--- src/rtl/sel_mux_rr.sv ---
// sel_mux_rr: registered NUM_CH-channel, WIDTH-bit selector with per-channel
// valid/ready handshakes and a single output slot. MODE 0 takes the channel
// named by sel; MODE 1 arbitrates round-robin starting from an internal pointer
// that moves past each granted channel.
module sel_mux_rr #(
   parameter int  WIDTH  = 8,
   parameter int  NUM_CH = 4,
   parameter int  MODE   = 0,
   localparam int SELW   = $clog2(NUM_CH)
) (
   input  logic                    clk,
   input  logic                    rst_n,
   input  logic [NUM_CH*WIDTH-1:0] in_data,
   input  logic [NUM_CH-1:0]       in_valid,
   output logic [NUM_CH-1:0]       in_ready,
   input  logic [SELW-1:0]         sel,
   output logic [WIDTH-1:0]        out_data,
   output logic [SELW-1:0]         out_ch,
   output logic                    out_valid,
   input  logic                    out_ready
);

   logic [SELW-1:0]   ptr_r;
   logic [SELW-1:0]   ptr_nxt_s;
   logic [SELW-1:0]   g_s;
   logic              grant_vld_s;
   logic              can_load_s;
   logic              xfer_s;
   logic [NUM_CH-1:0] in_ready_s;
   logic [WIDTH-1:0]  sel_data_s;
   logic [WIDTH-1:0]  out_data_r;
   logic [SELW-1:0]   out_ch_r;
   logic              out_valid_r;

   // Channel index reached by stepping off positions forward from base, wrapping.
   function automatic logic [SELW-1:0] rr_idx(input logic [SELW-1:0] base, input int off);
      return SELW'((int'(base) + off) % NUM_CH);
   endfunction

   // Grant: external select in MODE 0, first valid channel from ptr upward in MODE 1.
   always_comb begin
      g_s         = {SELW{1'b0}};
      grant_vld_s = 1'b0;
      if (MODE == 1) begin
         // Walk offsets from farthest to nearest so the nearest valid channel wins.
         for (int k = NUM_CH - 1; k >= 0; k--) begin
            if (in_valid[rr_idx(ptr_r, k)]) begin
               g_s         = rr_idx(ptr_r, k);
               grant_vld_s = 1'b1;
            end else begin
               g_s         = g_s;
               grant_vld_s = grant_vld_s;
            end
         end
      end else begin
         g_s = sel;
         // An out-of-range sel matches no channel and therefore never grants.
         for (int i = 0; i < NUM_CH; i++) begin
            if (sel == SELW'(i)) begin
               grant_vld_s = in_valid[i];
            end else begin
               grant_vld_s = grant_vld_s;
            end
         end
      end
   end

   // Data mux for the granted channel; feeds only the output register.
   always_comb begin
      sel_data_s = {WIDTH{1'b0}};
      for (int i = 0; i < NUM_CH; i++) begin
         if (g_s == SELW'(i)) begin
            sel_data_s = in_data[i*WIDTH +: WIDTH];
         end else begin
            sel_data_s = sel_data_s;
         end
      end
   end

   // Handshake: one-hot ready toward the granted channel when the slot can take a beat.
   always_comb begin
      in_ready_s = {NUM_CH{1'b0}};
      can_load_s = ~out_valid_r | out_ready;
      for (int i = 0; i < NUM_CH; i++) begin
         in_ready_s[i] = rst_n & can_load_s & grant_vld_s & (g_s == SELW'(i));
      end
      xfer_s    = |(in_valid & in_ready_s);
      ptr_nxt_s = (g_s == SELW'(NUM_CH - 1)) ? {SELW{1'b0}} : (g_s + SELW'(1'b1));
   end

   // Output slot: load on input transfer, empty on a lone output transfer, else hold.
   always_ff @(posedge clk) begin
      if (!rst_n) begin
         out_data_r  <= {WIDTH{1'b0}};
         out_ch_r    <= {SELW{1'b0}};
         out_valid_r <= 1'b0;
      end else if (xfer_s) begin
         out_data_r  <= sel_data_s;
         out_ch_r    <= g_s;
         out_valid_r <= 1'b1;
      end else if (out_ready) begin
         out_data_r  <= out_data_r;
         out_ch_r    <= out_ch_r;
         out_valid_r <= 1'b0;
      end else begin
         out_data_r  <= out_data_r;
         out_ch_r    <= out_ch_r;
         out_valid_r <= out_valid_r;
      end
   end

   // Round-robin pointer: moves past the granted channel only on an input transfer.
   always_ff @(posedge clk) begin
      if (!rst_n) begin
         ptr_r <= {SELW{1'b0}};
      end else if (xfer_s && (MODE == 1)) begin
         ptr_r <= ptr_nxt_s;
      end else begin
         ptr_r <= ptr_r;
      end
   end

   assign in_ready  = in_ready_s;
   assign out_data  = out_data_r;
   assign out_ch    = out_ch_r;
   assign out_valid = out_valid_r;

endmodule

--- config.mk ---
export PLATFORM = sky130hd
export DESIGN_NAME = sel_mux_rr
export DESIGN_NICKNAME = d
export VERILOG_FILES = /design/src/rtl/sel_mux_rr.sv
export SDC_FILE = /design/constraint.sdc
export NUM_CORES = 1
export LEC_CHECK = 0
export CAP_MARGIN = 20
export CELL_PAD_IN_SITES_DETAIL_PLACEMENT = 1
export CELL_PAD_IN_SITES_GLOBAL_PLACEMENT = 2
export CORE_AREA = 2 2 67 69
export CTS_CLUSTER_DIAMETER = 40
export DETAILED_ROUTE_END_ITERATION = 6
export DIE_AREA = 0 0 69 71
export PLACE_DENSITY_LB_ADDON = 0.12
export SYNTH_ARGS = -nofsm -noshare
export SYNTH_HDL_FRONTEND = slang
export SYNTH_SLANG_ARGS = --single-unit
--- constraint.sdc ---
create_clock -name clk -period 3.2 [get_ports clk]
set_input_delay 0.96 -clock clk [delete_from_list [all_inputs] [get_ports clk]]
set_output_delay 0.96 -clock clk [all_outputs]
set_load 0.03 [all_outputs]
==> results of run 1 <==
kinds of logic (layout without fill, tap and decap cells):
kind of cell           Yosys count  count (layout)  share of synthesized area (%)
and+or+nand+nor                 25              25                           19.0
buffers and inverters            8              66                           9.41
muxes                           11              11                           28.4
DFF                             11              11                           27.2
AOI/OAI and AO/OA               20              20                           16.1
registers in the layout, summed over array words and instances (netlist names):
signal     count
out_data       8
out_valid      1
out_ch         2
final timing paths:
path | startpoint | to | cells after the start
max | out_ready | in_ready[0] | 5
min reg2reg | out_data[6] | out_data[6] | 2
max reg2reg | out_valid | out_data[1] | 4
min | out_data[6] | out_data[6] | 2
metrics by stage:
| step | cell area (µm²) | setup slack [ns] | utilization, % | hold slack [ns] | instances |
|---|---|---|---|---|---|
| 5_1_grt | 1450 | 0.0350 | 34.5 | 0.480 | 185 |
| 2_1_floorplan | 817 | 0.159 | - | 0.591 | 75 |
| 3_5_place_dp | 1400 | 0.106 | 33.2 | 0.459 | 181 |
| 4_1_cts | 1440 | 0.0870 | 34.3 | 0.467 | 185 |
| 6_report | 1450 | 0.133 | 34.5 | 0.465 | 185 |
| 3_3_place_gp | 1400 | 0.105 | 33.2 | 0.448 | 181 |
worst max-delay path: stages:
cell             delay (ns)
clkdlybuf4s50_1        0.48
nand2b_4               0.14
nand2_1                0.08
nor4b_2                0.25
buf_4                  0.20
timing repair:
action / CTS / global route
gates resized for setup: 0 / 1
setup endpoints to repair: 0 / 1
setup buffers: 0 / 0
layout make-up:
class                           instances  area share [%]
Clock buffer                            3            2.85
Clock inverter                          1           0.345
Inverter                                1           0.259
Multi-Input combinational cell         56            36.4
Sequential cell                        11            15.2
Tap cell                               52            4.49
Timing Repair Buffer                   61            40.4
per-layer routing:
metal  up-vias  track usage (%)
met2        41             20.1
met3         5             2.85
met5         -                0
li1        407                -
met4         0             5.88
met1       383             14.9
power breakdown:
part	leakage [µW]	internal, µW	total, µW	switching, µW
clock network	0.0000255	86.0	147	61.2
registers	0.0000906	149	156	6.84
logic	0.000431	104	182	77.9
cell usage in the layout (no fill, tap or decap), types with 2 or more instances in the layout:
| cell | instances |
|---|---|
| clkdlybuf4s50_1 | 51 |
| dfxtp_1 | 11 |
| o21ai_1 | 8 |
| nor2_1 | 2 |
| a21boi_1 | 8 |
| clkbuf_8 | 3 |
| mux4_2 | 5 |
| nand2_1 | 4 |
| buf_4 | 10 |
| nand3_1 | 10 |
| mux4_1 | 3 |
==> flow_summary.yaml, run 1 <==
status:
  status: "finished clean"
floorplanning:
  die_w_um: 69
  die-area_um2: 4900
  rows: 24
  ios: 56
  start_util_pct: 19.3
  die_y_um: 71
  fp.coreArea_um2: 4200
global_route:
  grt_max_degree: 12
  grt_pass1_wl_um: 4540
  grtUsageTotal_pct: 12.1
  grt-ovfl-total: 0
  first_global_vias: 886
  antenna_found_initial: 0
clocking:
  root_buffer: "clkbuf_8"
  cts-htree-levels: 1
  clock_path_buffers: 2
  cts_sinks: 11
  clock_latency_ns: 0.24
  hold_buffers: 0
  clkTransAtPathRegs_ns: 0.06
  numCtsBuffers: 3
  tritoncts: "built"
run:
  drv_cap: 0
routing:
  met2_length_um: 1330
  drt_iter0_markers: 35
  wl_per_cell_um: 15.3
  maxUsedRoutingLayer: "met4"
  drt-pass1-iter-count: 4
  vias_per_cell: 4.52
  wl_met3_um: 180
  ant_nets: 0
  met1_length_um: 1270
  drc: 0
  routed_wl_um: 2840
  vias: 836
logic_synthesis:
  synth_top_area_share_pct: 27.2
  synth_seq_cells: 11
  yosys.area.top_type: "dfxtp_1"
  yosys-top-cells-count: "11 x dfxtp_1, 10 x nand3_1, 8 x a21boi_1, 8 x o21ai_1"
  synth_most_common_cell: "dfxtp_1"
  ys.flop_type: "dfxtp_1"
  synth-async-reset-ratio_pct: 0
  yosys_warnings: 0
  synthesis.instances: 75
  synth_area_um2: 811
  ys_types: 28
  syn_avg_cell_area_um2: 10.8
  synth-edff-count: 0
  seq_area_frac_synth_pct: 27.2
  synth_area_leaders: "dfxtp_1 27%, mux4_2 14%, mux4_1 9.7%, a21boi_1 7.4%, buf_6 6.9%"
  synth_fp_nets: 116
power:
  ir_drop_mv: 0.102
  power.total_uw: 485
  p_leak_uw: 0.000548
  cellPowerDensity_nw_per_um2: 335
critical_path:
  path_max_fanout: 3
  crit_type: "in -> out"
  r2r_slack_ns: 1.80
  required_ns: 2.24
  start_kind: "input pin"
  end_kind: "output port"
  crit_arrival_ns: 2.11
timing:
  rsz0062_at_grt: "no"
  finalCritPeriodShare_pct: 95.8
  hold_viol_final: 0
  max_freq_mhz: 326
  tightestPinTransition_ns: 0.411
  finalSetupTns_ns: 0
  drv_slew: 0
  fin_worst_skew_ns: 0.00208
  slew_headroom_pct: 72.5
  setup_violations: 0
  finalCriticalPeriod_ns: 3.07
worst_hold_path:
  hold_path_class: "reg -> reg"
cells_and_area:
  drive_gt1_share_pct: 20.3
  seqCellArea_um2: 220
  multi_input_area_um2: 528
  nNetsFinal: 175
  diodes: 0
  syn_to_final_growth_pct: 78.7
  nFillCells: 488
placement:
  gp_congestion: 0.691
  dp_hpwl_um: 2200
  portBuffers: 55
(Power assumes the default switching activity.)
==> run 2: changes to the inputs <==
--- a/config.mk
+++ b/config.mk
@@ -12,6 +12,7 @@
 export CTS_CLUSTER_DIAMETER = 40
 export DETAILED_ROUTE_END_ITERATION = 6
 export DIE_AREA = 0 0 69 71
+export GPL_TIMING_DRIVEN = 1
 export PLACE_DENSITY_LB_ADDON = 0.12
 export SYNTH_ARGS = -nofsm -noshare
 export SYNTH_HDL_FRONTEND = slang
==> results of run 2 <==
Same layout as run 1: the final DEF is identical, and so are final timing and power.
